$ cat src/rtl/uart_rx_ctrl_if.sv
// Receive-FIFO read port between the UART receive controller and its consumer.
// The master side presents the head entry; the slave side accepts it with rd_ready.
interface uart_rx_ctrl_if #(
   parameter int DATA_LENGTH = 8
);
   logic                   rd_valid;
   logic                   rd_ready;
   logic [DATA_LENGTH-1:0] rd_data;
   logic                   rd_par_err;
   logic                   rd_stp_err;

   modport master (
      output rd_valid,
      output rd_data,
      output rd_par_err,
      output rd_stp_err,
      input  rd_ready
   );

   modport slave (
      input  rd_valid,
      input  rd_data,
      input  rd_par_err,
      input  rd_stp_err,
      output rd_ready
   );
endinterface

$ cat src/rtl/uart_rx_ctrl.sv
// UART receive controller: shadowed runtime configuration applied between frames,
// frame activity tracking with timeout, and a small receive FIFO with error flags.
module uart_rx_ctrl #(
   parameter int DATA_LENGTH = 8,
   parameter int FIFO_DEPTH  = 4,
   parameter int DROP_ERR    = 0
) (
   input  logic                   CLK_CTRL,
   input  logic                   RST_CTRL,
   input  logic                   RX_IN,
   input  logic                   cfg_wr,
   input  logic [5:0]             cfg_prescale,
   input  logic                   cfg_par_en,
   input  logic                   cfg_par_typ,
   input  logic                   cfg_rx_en,
   input  logic [DATA_LENGTH-1:0] rx_data,
   input  logic                   rx_data_valid,
   input  logic                   rx_par_err,
   input  logic                   rx_stp_err,
   output logic                   rx_in_gated,
   output logic [5:0]             prescale_out,
   output logic                   par_en_out,
   output logic                   par_typ_out,
   output logic                   busy,
   output logic                   cfg_pending,
   output logic                   cfg_err,
   output logic                   timeout,
   output logic                   overflow,
   input  logic                   ovf_clr,
   uart_rx_ctrl_if.master         rd
);

   localparam int ADDR_W  = $clog2(FIFO_DEPTH);
   localparam int ENTRY_W = DATA_LENGTH + 2;

   typedef enum logic {IDLE, BUSY} state_t;

   state_t      state_q, state_d;
   logic [9:0]  tmo_cnt_q, tmo_cnt_d;
   logic        tmo_set;
   logic [9:0]  tmo_inc;
   logic [9:0]  tmo_limit;
   logic        rx_prev_q;
   logic        start;
   logic        frame_evt;

   logic [5:0]  prescale_q, prescale_shd_q;
   logic        par_en_q, par_en_shd_q;
   logic        par_typ_q, par_typ_shd_q;
   logic        rx_en_q, rx_en_shd_q;
   logic        pending_q;
   logic        cfg_err_q;
   logic        timeout_q;
   logic        overflow_q;
   logic        cfg_ok;
   logic        apply;

   logic [ENTRY_W-1:0] mem [FIFO_DEPTH];
   logic [ADDR_W:0]    wr_ptr_q, rd_ptr_q;
   logic               fifo_empty, fifo_full;
   logic               push_req, push, pop, drop;
   logic [ENTRY_W-1:0] head;

   assign cfg_ok    = (cfg_prescale == 6'd8) || (cfg_prescale == 6'd16) || (cfg_prescale == 6'd32);
   assign frame_evt = rx_data_valid | rx_par_err | rx_stp_err;
   assign start     = (state_q == IDLE) & rx_en_q & rx_prev_q & ~RX_IN;
   assign apply     = (state_q == IDLE) & pending_q & ~start;
   assign tmo_inc   = tmo_cnt_q + 10'd1;
   assign tmo_limit = {4'd0, prescale_q} * (10'd11 + {9'd0, par_en_q});

   always_ff @(posedge CLK_CTRL) begin
      if (!RST_CTRL) begin
         state_q   <= IDLE;
         tmo_cnt_q <= '0;
         timeout_q <= 1'b0;
         rx_prev_q <= 1'b1;
      end else begin
         state_q   <= state_d;
         tmo_cnt_q <= tmo_cnt_d;
         timeout_q <= tmo_set;
         rx_prev_q <= RX_IN;
      end
   end

   // A frame event always wins over a timeout landing in the same cycle.
   always_comb begin
      state_d   = state_q;
      tmo_cnt_d = tmo_cnt_q;
      tmo_set   = 1'b0;
      case (state_q)
         IDLE: begin
            if (start) begin
               state_d   = BUSY;
               tmo_cnt_d = '0;
            end
         end
         BUSY: begin
            if (frame_evt) begin
               state_d = IDLE;
            end else if (tmo_inc == tmo_limit) begin
               state_d = IDLE;
               tmo_set = 1'b1;
            end else begin
               tmo_cnt_d = tmo_inc;
            end
         end
         default: state_d = IDLE;
      endcase
   end

   // A legal write arriving on the apply cycle keeps the new shadow pending.
   always_ff @(posedge CLK_CTRL) begin
      if (!RST_CTRL) begin
         prescale_q     <= 6'd8;
         par_en_q       <= 1'b0;
         par_typ_q      <= 1'b0;
         rx_en_q        <= 1'b0;
         prescale_shd_q <= 6'd8;
         par_en_shd_q   <= 1'b0;
         par_typ_shd_q  <= 1'b0;
         rx_en_shd_q    <= 1'b0;
         pending_q      <= 1'b0;
         cfg_err_q      <= 1'b0;
      end else begin
         cfg_err_q <= cfg_wr & ~cfg_ok;
         if (apply) begin
            prescale_q <= prescale_shd_q;
            par_en_q   <= par_en_shd_q;
            par_typ_q  <= par_typ_shd_q;
            rx_en_q    <= rx_en_shd_q;
         end
         if (cfg_wr && cfg_ok) begin
            prescale_shd_q <= cfg_prescale;
            par_en_shd_q   <= cfg_par_en;
            par_typ_shd_q  <= cfg_par_typ;
            rx_en_shd_q    <= cfg_rx_en;
            pending_q      <= 1'b1;
         end else if (apply) begin
            pending_q <= 1'b0;
         end
      end
   end

   assign fifo_empty = (wr_ptr_q == rd_ptr_q);
   assign fifo_full  = (wr_ptr_q[ADDR_W] != rd_ptr_q[ADDR_W]) &&
                       (wr_ptr_q[ADDR_W-1:0] == rd_ptr_q[ADDR_W-1:0]);
   assign push_req   = frame_evt & ~((DROP_ERR != 0) & (rx_par_err | rx_stp_err));
   assign pop        = ~fifo_empty & rd.rd_ready;
   assign push       = push_req & (~fifo_full | pop);
   assign drop       = push_req & fifo_full & ~pop;

   always_ff @(posedge CLK_CTRL) begin
      if (!RST_CTRL) begin
         wr_ptr_q   <= '0;
         rd_ptr_q   <= '0;
         overflow_q <= 1'b0;
      end else begin
         if (push) wr_ptr_q <= wr_ptr_q + 1'b1;
         if (pop)  rd_ptr_q <= rd_ptr_q + 1'b1;
         if (drop)         overflow_q <= 1'b1;
         else if (ovf_clr) overflow_q <= 1'b0;
      end
   end

   // Storage needs no reset: the head is masked to zero whenever the FIFO is empty.
   always_ff @(posedge CLK_CTRL) begin
      if (RST_CTRL && push) begin
         mem[wr_ptr_q[ADDR_W-1:0]] <= {rx_par_err, rx_stp_err, rx_data};
      end
   end

   assign head          = mem[rd_ptr_q[ADDR_W-1:0]];
   assign rd.rd_valid   = ~fifo_empty;
   assign rd.rd_data    = fifo_empty ? '0   : head[DATA_LENGTH-1:0];
   assign rd.rd_stp_err = fifo_empty ? 1'b0 : head[DATA_LENGTH];
   assign rd.rd_par_err = fifo_empty ? 1'b0 : head[DATA_LENGTH+1];

   assign rx_in_gated  = rx_en_q ? RX_IN : 1'b1;
   assign prescale_out = prescale_q;
   assign par_en_out   = par_en_q;
   assign par_typ_out  = par_typ_q;
   assign busy         = (state_q == BUSY);
   assign cfg_pending  = pending_q;
   assign cfg_err      = cfg_err_q;
   assign timeout      = timeout_q;
   assign overflow     = overflow_q;

endmodule

$ cat src/flat_wrapper.sv
// flat-port wrapper written by rule: the top's interface ports become plain ports
module uart_rx_ctrl_flat 
#(
   parameter int DATA_LENGTH = 8,
   parameter int FIFO_DEPTH  = 4,
   parameter int DROP_ERR    = 0
)
  (CLK_CTRL, RST_CTRL, RX_IN, cfg_wr, cfg_prescale, cfg_par_en, cfg_par_typ, cfg_rx_en, rx_data, rx_data_valid, rx_par_err, rx_stp_err, rx_in_gated, prescale_out, par_en_out, par_typ_out, busy, cfg_pending, cfg_err, timeout, overflow, ovf_clr, rd_rd_valid, rd_rd_data, rd_rd_par_err, rd_rd_stp_err, rd_rd_ready);
  uart_rx_ctrl_if #(.DATA_LENGTH(DATA_LENGTH)) rd_i ();
  input  logic CLK_CTRL;
  input  logic RST_CTRL;
  input  logic RX_IN;
  input  logic cfg_wr;
  input  logic [5:0] cfg_prescale;
  input  logic cfg_par_en;
  input  logic cfg_par_typ;
  input  logic cfg_rx_en;
  input  logic [DATA_LENGTH-1:0] rx_data;
  input  logic rx_data_valid;
  input  logic rx_par_err;
  input  logic rx_stp_err;
  output logic rx_in_gated;
  output logic [5:0] prescale_out;
  output logic par_en_out;
  output logic par_typ_out;
  output logic busy;
  output logic cfg_pending;
  output logic cfg_err;
  output logic timeout;
  output logic overflow;
  input  logic ovf_clr;
  output wire logic [$bits(rd_i.rd_valid)-1:0] rd_rd_valid;
  output wire logic [$bits(rd_i.rd_data)-1:0] rd_rd_data;
  output wire logic [$bits(rd_i.rd_par_err)-1:0] rd_rd_par_err;
  output wire logic [$bits(rd_i.rd_stp_err)-1:0] rd_rd_stp_err;
  input wire logic [$bits(rd_i.rd_ready)-1:0] rd_rd_ready;
  assign rd_rd_valid = rd_i.rd_valid;
  assign rd_rd_data = rd_i.rd_data;
  assign rd_rd_par_err = rd_i.rd_par_err;
  assign rd_rd_stp_err = rd_i.rd_stp_err;
  assign rd_i.rd_ready = rd_rd_ready;
  uart_rx_ctrl #(.DATA_LENGTH(DATA_LENGTH), .FIFO_DEPTH(FIFO_DEPTH), .DROP_ERR(DROP_ERR)) u_core (.CLK_CTRL(CLK_CTRL), .RST_CTRL(RST_CTRL), .RX_IN(RX_IN), .cfg_wr(cfg_wr), .cfg_prescale(cfg_prescale), .cfg_par_en(cfg_par_en), .cfg_par_typ(cfg_par_typ), .cfg_rx_en(cfg_rx_en), .rx_data(rx_data), .rx_data_valid(rx_data_valid), .rx_par_err(rx_par_err), .rx_stp_err(rx_stp_err), .rx_in_gated(rx_in_gated), .prescale_out(prescale_out), .par_en_out(par_en_out), .par_typ_out(par_typ_out), .busy(busy), .cfg_pending(cfg_pending), .cfg_err(cfg_err), .timeout(timeout), .overflow(overflow), .ovf_clr(ovf_clr), .rd(rd_i));
endmodule
$ cat config.mk
export PLATFORM = sky130hd
export DESIGN_NAME = uart_rx_ctrl_flat
export DESIGN_NICKNAME = d
export VERILOG_FILES = /design/src/rtl/uart_rx_ctrl_if.sv /design/src/rtl/uart_rx_ctrl.sv /design/src/flat_wrapper.sv
export SDC_FILE = /design/constraint.sdc
export NUM_CORES = 1
export LEC_CHECK = 0
export BUFFER_PORTS_ARGS = -buffer_cell sky130_fd_sc_hd__clkbuf_2
export CORE_AREA = 5 5 103 105
export CTS_CLUSTER_DIAMETER = 40
export CTS_CLUSTER_SIZE = 14
export DETAILED_ROUTE_END_ITERATION = 6
export DIE_AREA = 0 0 108 110
export SLEW_MARGIN = 20
export SYNTH_ARGS = -nofsm -noshare
export SYNTH_HDL_FRONTEND = slang
export SYNTH_SLANG_ARGS = --single-unit
$ cat constraint.sdc
create_clock -name CLK_CTRL -period 9 [get_ports CLK_CTRL]
set_clock_uncertainty 0.15 [all_clocks]
set_input_delay 1.8 -clock CLK_CTRL [delete_from_list [all_inputs] [get_ports CLK_CTRL]]
set_output_delay 1.8 -clock CLK_CTRL [all_outputs]
set_load 0.01 [all_outputs]
==> impl_metrics.toml, run 1 <==
[run_status]
outcome = "complete, no violations"

[worst_setup_path]
reg2reg_setup_slack_ns = 4.22
r2r_start = "u_core.par_en_out"
timing.rr.end = "u_core.tmo_cnt_q[9]"
critPathKind = "register to register"
worst-r2r-cell-count = 12
crit_arrival_ns = 4.86
worst-endpoint-required_ns = 9.08
worst_setup_path_endpoint = "u_core.tmo_cnt_q[9]"
timing.critical_path.from = "u_core.par_en_out"
path_max_fanout = 14
crit_path_start_kind = "register"
cp-end-kind = "register"

[sta]
timing.final.setup_violations = 0
final_hold_viol_count = 0
rsz_0062_raised_after_global_routing = "false"
timing.final.crit_share_pct = 53.12
fmax_ghz = 0.2092
slew-limit-headroom_pct = 55.29
final_max_slew_viol_count = 0
period_minus_slack_ns = 4.781
setup-tns-final_ns = 0
whs_ns = 0.3350
worst-slew-pin-transition_ns = 0.6698

[logic_synthesis]
ys_types = 59
register_bit_total_from_synthesis = 82
synth_flop_cell = "sky130_fd_sc_hd__dfxtp_1"
mappedNetlistArea_um2 = 4203
synth_enable_flop_cells = 40
post-synth-top-area-fraction_pct = 28.58
synthesis.nets = 394
yosys-top-cells-count = "42 x sky130_fd_sc_hd__dfxtp_1, 40 x sky130_fd_sc_hd__edfxtp_1, 30 x sky130_fd_sc_hd__nor2b_1, 24 x sky130_fd_sc_hd__ha_1, 18 x sky130_fd_sc_hd__xnor2_1"
synthArstFlopShare_pct = 0
portion_of_the_post_synthesis_area_used_by_sequential_elements_pct = 48.59
synthMostInstantiatedCell = "sky130_fd_sc_hd__dfxtp_1"
yosys.area.top_type = "sky130_fd_sc_hd__edfxtp_1"
synthesis.instances = 336
syn_avg_cell_area_um2 = 12.51
cells_taking_the_most_area_after_synthesis = "sky130_fd_sc_hd__edfxtp_1 29%, sky130_fd_sc_hd__dfxtp_1 20%, sky130_fd_sc_hd__ha_1 7.1%, sky130_fd_sc_hd__mux4_2 5.4%, sky130_fd_sc_hd__nor2b_1 4.5%"
synth-warning-count = 0

[pwr]
cell_internal_pwr_mw = 0.5917
irDropWorstVdd_v = 0.00009743
total_leakage_power_nw = 2.054
net-switching-power_mw = 0.2246
p_seq_share_pct = 53.0
powerDensity_nw_per_um2 = 172.3
power.clock.fraction_pct = 28.6
comb_power_share_pct = 18.4
netSwitchingFraction_pct = 27.51

[grt]
global_route.overflow_total = 0
first_global_vias = 2586
initial_antenna_violation_count = 0
grt_pass1_wl_um = 12630
groute.usage.overall_pct = 13.50
grt_start_max_net_pins = 38

[place]
dp_hpwl_um = 5636
io_buffers = 50
gp_congestion = 0.7742
dpl.cell_count = 508

[clock_network]
clock-root-buffer = "sky130_fd_sc_hd__clkbuf_8"
cts_tree = "done"
cts_setup_buffers = 0
h-tree-depth = 3
cts_hold_buf = 0
cts_resized = 0
cts.path.max_buffers = 2
clock_sink_count = 82
clk_latency_worst_skew_pair_ns = 0.33
clk_pin_slew_ns = 0.08
cts_bufs_inserted = 9

[floorplan]
fp.dieH_um = 110
design.die.area_um2 = 11880
ioPinCount = 51
floorplan.initialDensity_pct = 44.01
area_inside_the_core_boundary_um2 = 9549
placement_rows = 36
die-width_um = 108

[route]
avgRoutedWirePerCell_um = 14.31
drc_errors = 0
dr.pass1.iters = 4
antenna_left = 0
first_iter_violations = 79
routed_wirelength_um = 7497
routed-via-count = 2616
post_drt_via_cell_ratio = 4.992

[layout]
instances_no_fill = 524
number_of_filler_instances_in_the_final_layout = 896
area.sequential_um2 = 2042
net_count_reported_at_finish = 444
antenna_cells = 0
layout-drive-gt1-share_pct = 23.27
layout-area-overhead-vs-synth_pct = 12.71
combined_area_of_the_multi_input_logic_cells_um2 = 2061

[hold_path]
hold_path_class = "register to register"
worstHoldPathCells = 2

[run]
maxCapViolCount = 0
## layout by cell type, fill, tap and decap left out, types with 3 or more instances in the layout
cell and instances:
sky130_fd_sc_hd__and2_1 12, sky130_fd_sc_hd__clkbuf_8 9, sky130_fd_sc_hd__o21ai_0 3, sky130_fd_sc_hd__a221o_1 4, sky130_fd_sc_hd__nor2_1 13, sky130_fd_sc_hd__inv_1 13, sky130_fd_sc_hd__xnor2_1 18, sky130_fd_sc_hd__nor3_1 5
sky130_fd_sc_hd__edfxtp_1 40, sky130_fd_sc_hd__nor2b_1 30, sky130_fd_sc_hd__and3_1 10, sky130_fd_sc_hd__a21oi_1 3, sky130_fd_sc_hd__xor2_1 7, sky130_fd_sc_hd__fa_1 8, sky130_fd_sc_hd__clkbuf_2 51, sky130_fd_sc_hd__dfxtp_1 42
sky130_fd_sc_hd__nand2_1 13, sky130_fd_sc_hd__nand3_1 10, sky130_fd_sc_hd__mux2i_1 16, sky130_fd_sc_hd__ha_1 24, sky130_fd_sc_hd__mux4_2 10
## worst min-delay path by stage
stage	start	endpoint	slack [ns]
final	u_core.cfg_pending	u_core.cfg_pending	0.33
after global routing	u_core.prescale_shd_q[1]	u_core.prescale_shd_q[1]	0.36
after CTS	u_core.prescale_shd_q[0]	u_core.prescale_shd_q[0]	0.34
after detailed placement	u_core.prescale_shd_q[3]	u_core.prescale_out[3]	0.32
after global placement	u_core.prescale_shd_q[3]	u_core.prescale_out[3]	0.31
after floorplan	u_core.prescale_shd_q[3]	u_core.prescale_out[3]	0.29
## flip-flops by register name (all words and copies together), names as in the netlist, 3 cells and up, named ones only
name,flops
u_core.mem,40
u_core.rd_ptr_q,3
u_core.tmo_cnt_q,10
u_core.wr_ptr_q,3
u_core.prescale_out,6
u_core.prescale_shd_q,6
## power by group through the flow
stage / clock [mW] / sequential, mW / combinational, mW
floorplan: 0 / 0.427 / 0.116
global placement: 0 / 0.443 / 0.151
detailed placement: 0 / 0.443 / 0.153
CTS: 0.244 / 0.434 / 0.153
global route: 0.260 / 0.438 / 0.166
finish: 0.233 / 0.433 / 0.150
## kinds of logic after synthesis
logic type	Yosys count	share of synthesized area, %
buffers and inverters	24	2.530
multiplexers	27	9.437
other	1	0.08923
flip-flops	82	48.59
AO/OA/AOI/OAI	31	6.133
XOR/XNOR	27	6.282
adder cells (fa/ha/maj)	32	10.96
AND/OR/NAND/NOR	112	15.99
## through the flow
stage | total power, mW | util [%] | area, um^2 | setup slack, ns
final | 0.8163 | 49.61 | 4737 | 4.219
after global routing | 0.8644 | 49.61 | 4737 | 3.963
after CTS | 0.8311 | 49.54 | 4731 | 4.202
after detailed placement | 0.5959 | 47.77 | 4562 | 4.217
after global placement | 0.5939 | 47.77 | 4562 | 4.315
after floorplan | 0.5431 | - | 4203 | 4.395
## area by class of cell
| cell class | instances | share of cell area, % |
|---|---|---|
| well taps | 133 | 3.513 |
| flip-flops and latches | 82 | 43.11 |
| multi-input cells | 230 | 43.50 |
| clock buffers | 10 | 2.721 |
| repair buffers | 50 | 5.283 |
| clock inverters | 6 | 0.8452 |
| inverters | 13 | 1.030 |
## critical path: stages, from the launching register on
cell	delay, ns
sky130_fd_sc_hd__dfxtp_1	0.56
sky130_fd_sc_hd__and2_1	0.19
sky130_fd_sc_hd__ha_1	0.24
sky130_fd_sc_hd__fa_1	0.49
sky130_fd_sc_hd__fa_1	0.49
sky130_fd_sc_hd__ha_1	0.38
sky130_fd_sc_hd__a21oi_2	0.26
sky130_fd_sc_hd__o221ai_2	0.15
sky130_fd_sc_hd__xnor3_1	0.37
sky130_fd_sc_hd__or3_4	0.41
sky130_fd_sc_hd__nor4_4	0.50
sky130_fd_sc_hd__nor2_2	0.16
sky130_fd_sc_hd__a221o_1	0.34
## routing by layer
| metal | wire, um | share of wire [%] | global-route usage, % |
|---|---|---|---|
| met1 | 3703 | 49 | 18.10 |
| met2 | 3387 | 45 | 21.76 |
| met3 | 369 | 4.9 | 3.320 |
| met4 | 37 | 0.49 | 4.148 |
| met5 | 0 | 0 | 0 |
Note: power is estimated with default switching activity, not from simulation.
==> inputs of run 2 (changes only) <==
ABC_AREA = 1   (was unset)
CORE_AREA = 5 5 105 107   (was 5 5 103 105)
DIE_AREA = 0 0 110 112   (was 0 0 108 110)
clock period = 4.7 ns   (was 9 ns; I/O delays follow)
==> impl_metrics.toml, run 2 <==
[clock_network]
clk_pin_slew_ns = 0.08
clk_latency_worst_skew_pair_ns = 0.34
cts_bufs_inserted = 9
cts.path.max_buffers = 2
clock_sink_count = 82
clock-root-buffer = "sky130_fd_sc_hd__clkbuf_8"
h-tree-depth = 3
cts_hold_buf = 0
cts_tree = "done"
cts_resized = 0
cts_setup_buffers = 0

[logic_synthesis]
syn_avg_cell_area_um2 = 8.367
synth-warning-count = 0
synthMostInstantiatedCell = "sky130_fd_sc_hd__nand2_1"
cells_taking_the_most_area_after_synthesis = "sky130_fd_sc_hd__edfxtp_1 28%, sky130_fd_sc_hd__dfxtp_1 19%, sky130_fd_sc_hd__nand2_1 8.5%, sky130_fd_sc_hd__ha_1 6.9%, sky130_fd_sc_hd__nor2_1 6.3%"
yosys.area.top_type = "sky130_fd_sc_hd__edfxtp_1"
yosys-top-cells-count = "99 x sky130_fd_sc_hd__nand2_1, 73 x sky130_fd_sc_hd__nor2_1, 66 x sky130_fd_sc_hd__inv_1, 42 x sky130_fd_sc_hd__dfxtp_1, 42 x sky130_fd_sc_hd__nand3_1"
synthesis.nets = 579
post-synth-top-area-fraction_pct = 27.55
synthArstFlopShare_pct = 0
synth_flop_cell = "sky130_fd_sc_hd__dfxtp_1"
mappedNetlistArea_um2 = 4359
portion_of_the_post_synthesis_area_used_by_sequential_elements_pct = 46.84
synth_enable_flop_cells = 40
register_bit_total_from_synthesis = 82
ys_types = 35
synthesis.instances = 521

[worst_setup_path]
worst_path_max_delay_cell = "sky130_fd_sc_hd__dfxtp_1"
crit_path_start_kind = "register"
path_max_fanout = 14
critPathKind = "register to register"
crit_chain = "nand2_1, inv_1, ha_1, fa_1, fa_1, ha_1, nand2_1, inv_1, nand2_1, nand3_1, xor2_1, nand2_1, nand2_1, nor2_1, nand3_2, nand2_2, nand3_1, a21oi_1"
crit_arrival_ns = 4.20
r2r_start = "u_core.par_en_out"
cp-end-kind = "register"
timing.critical_path.from = "u_core.par_en_out"
critPathBufInv = 2
cpLargestDelayFamily = "adder cells"
slowest_delay_ns = 0.58
timing.critical_path.mode_cell = "sky130_fd_sc_hd__nand2_1"
worst-endpoint-required_ns = 4.81

[route]
routed-via-count = 3504
first_iter_violations = 144
dr.pass1.iters = 4
avgRoutedWirePerCell_um = 12.68
routed_wirelength_um = 8968
post_drt_via_cell_ratio = 4.956
drc_errors = 0
antenna_left = 0

[layout]
layout.cells.most_common = "sky130_fd_sc_hd__nand2_1"
largest_reg_flops = 40
layout-area-overhead-vs-synth_pct = 12.94
net_count_reported_at_finish = 624
layout_common_cells = "99 x sky130_fd_sc_hd__nand2_1, 73 x sky130_fd_sc_hd__nor2_1, 66 x sky130_fd_sc_hd__inv_1"
antenna_cells = 0
layout-drive-gt1-share_pct = 13.49

[sta]
setup-tns-final_ns = 0
whs_ns = 0.2956
final_hold_viol_count = 0
timing.final.setup_violations = 0
fmax_ghz = 0.2445
slew-limit-headroom_pct = 29.46
worst-slew-pin-transition_ns = 1.054
period_minus_slack_ns = 4.090
rsz_0062_raised_after_global_routing = "false"
final_max_slew_viol_count = 0
timing.final.crit_share_pct = 87.03

[place]
gp_congestion = 0.8162
io_buffers = 50
dp_hpwl_um = 6695

[grt]
first_global_vias = 3403
grt_pass1_wl_um = 15420
groute.usage.overall_pct = 15.47
grt_start_max_net_pins = 25
initial_antenna_violation_count = 0
global_route.overflow_total = 0

[run]
maxCapViolCount = 0

[floorplan]
design.die.area_um2 = 12320
area_inside_the_core_boundary_um2 = 10050
ioPinCount = 51
fp.dieH_um = 112
floorplan.initialDensity_pct = 43.39
placement_rows = 37
die-width_um = 110

[pwr]
p_seq_share_pct = 49.0
total_leakage_power_nw = 2.234
netSwitchingFraction_pct = 28.32
total_power_mw = 1.672
comb_power_share_pct = 18.1
cell_internal_pwr_mw = 1.199
powerDensity_nw_per_um2 = 339.7
net-switching-power_mw = 0.4736
power.clock.fraction_pct = 32.9
irDropWorstVdd_v = 0.0002717

[hold_path]
holdCritStartpoint = "u_core.prescale_shd_q[2]"
hold_path_class = "register to register"

[run_status]
outcome = "complete, no violations"
run 2: worst register-to-register path, stage by stage, from the launching register on:
cell	delay, ns
sky130_fd_sc_hd__dfxtp_1	0.58
sky130_fd_sc_hd__nand2_1	0.09
sky130_fd_sc_hd__inv_1	0.07
sky130_fd_sc_hd__ha_1	0.23
sky130_fd_sc_hd__fa_1	0.50
sky130_fd_sc_hd__fa_1	0.49
sky130_fd_sc_hd__ha_1	0.38
sky130_fd_sc_hd__nand2_1	0.08
sky130_fd_sc_hd__inv_1	0.05
sky130_fd_sc_hd__nand2_1	0.05
sky130_fd_sc_hd__nand3_1	0.14
sky130_fd_sc_hd__xor2_1	0.20
sky130_fd_sc_hd__nand2_1	0.07
sky130_fd_sc_hd__nand2_1	0.05
sky130_fd_sc_hd__nor2_1	0.12
sky130_fd_sc_hd__nand3_2	0.23
sky130_fd_sc_hd__nand2_2	0.29
sky130_fd_sc_hd__nand3_1	0.11
sky130_fd_sc_hd__a21oi_1	0.13
run 2: power by group through the flow:
stage / combinational [mW] / clock (mW) / sequential, mW
final: 0.303 / 0.550 / 0.819
after global routing: 0.349 / 0.593 / 0.825
after CTS: 0.309 / 0.562 / 0.820
after detailed placement: 0.307 / 0 / 0.837
after global placement: 0.301 / 0 / 0.836
after floorplan: 0.220 / 0 / 0.815
run 2: stage by stage:
step | std cells | cell area (um^2) | setup WS (ns) | utilization (%)
final | 707 | 4923 | 0.6096 | 49.01
after global routing | 707 | 4923 | 0.1319 | 49.01
after CTS | 707 | 4923 | 0.6003 | 49.01
after detailed placement | 691 | 4707 | 0.6446 | 46.86
after global placement | 691 | 4707 | 0.7594 | 46.86
after floorplan | 521 | 4359 | 0.9994 | -
run 2: cell type report:
cell class,instances,area (um^2)
Clock buffer,10,127.6
Clock inverter,6,88.84
Fill cell,968,5122
Inverter,70,262.8
Multi-Input combinational cell,353,1982
Sequential cell,82,2042
Tap cell,136,170.2
Timing Repair Buffer,50,250.2
run 2: cells by family (layout without fill, tap and decap cells):
| logic type | Yosys count | count (layout) | share of synthesized area [%] |
|---|---|---|---|
| buffers and inverters | 86 | 136 | 7.692 |
| other | 1 | 1 | 0.08603 |
| adder cells (fa/ha/maj) | 32 | 32 | 10.56 |
| AO/OA/AOI/OAI | 73 | 73 | 9.587 |
| flip-flops | 82 | 82 | 46.84 |
| XOR/XNOR | 8 | 8 | 1.607 |
| AND/OR/NAND/NOR | 239 | 239 | 23.62 |
run 2: path summary, 6_finish.rpt:
check	to	slack [ns]	depth (start not counted)
worst max-delay path	u_core.tmo_cnt_q[2]	0.61	18
worst min-delay path	u_core.prescale_shd_q[2]	0.30	2
worst max register to register	u_core.tmo_cnt_q[2]	0.61	18
worst min register to register	u_core.prescale_shd_q[2]	0.30	2
run 2: per-layer routing:
metal / vias up / track usage, % / routed length [um]
met1: 1623 / 20.81 / 4310
met2: 66 / 24.96 / 4158
met5: - / 0 / 0
met4: 0 / 3.907 / 102
met3: 9 / 3.652 / 397
li1: 1806 / - / -
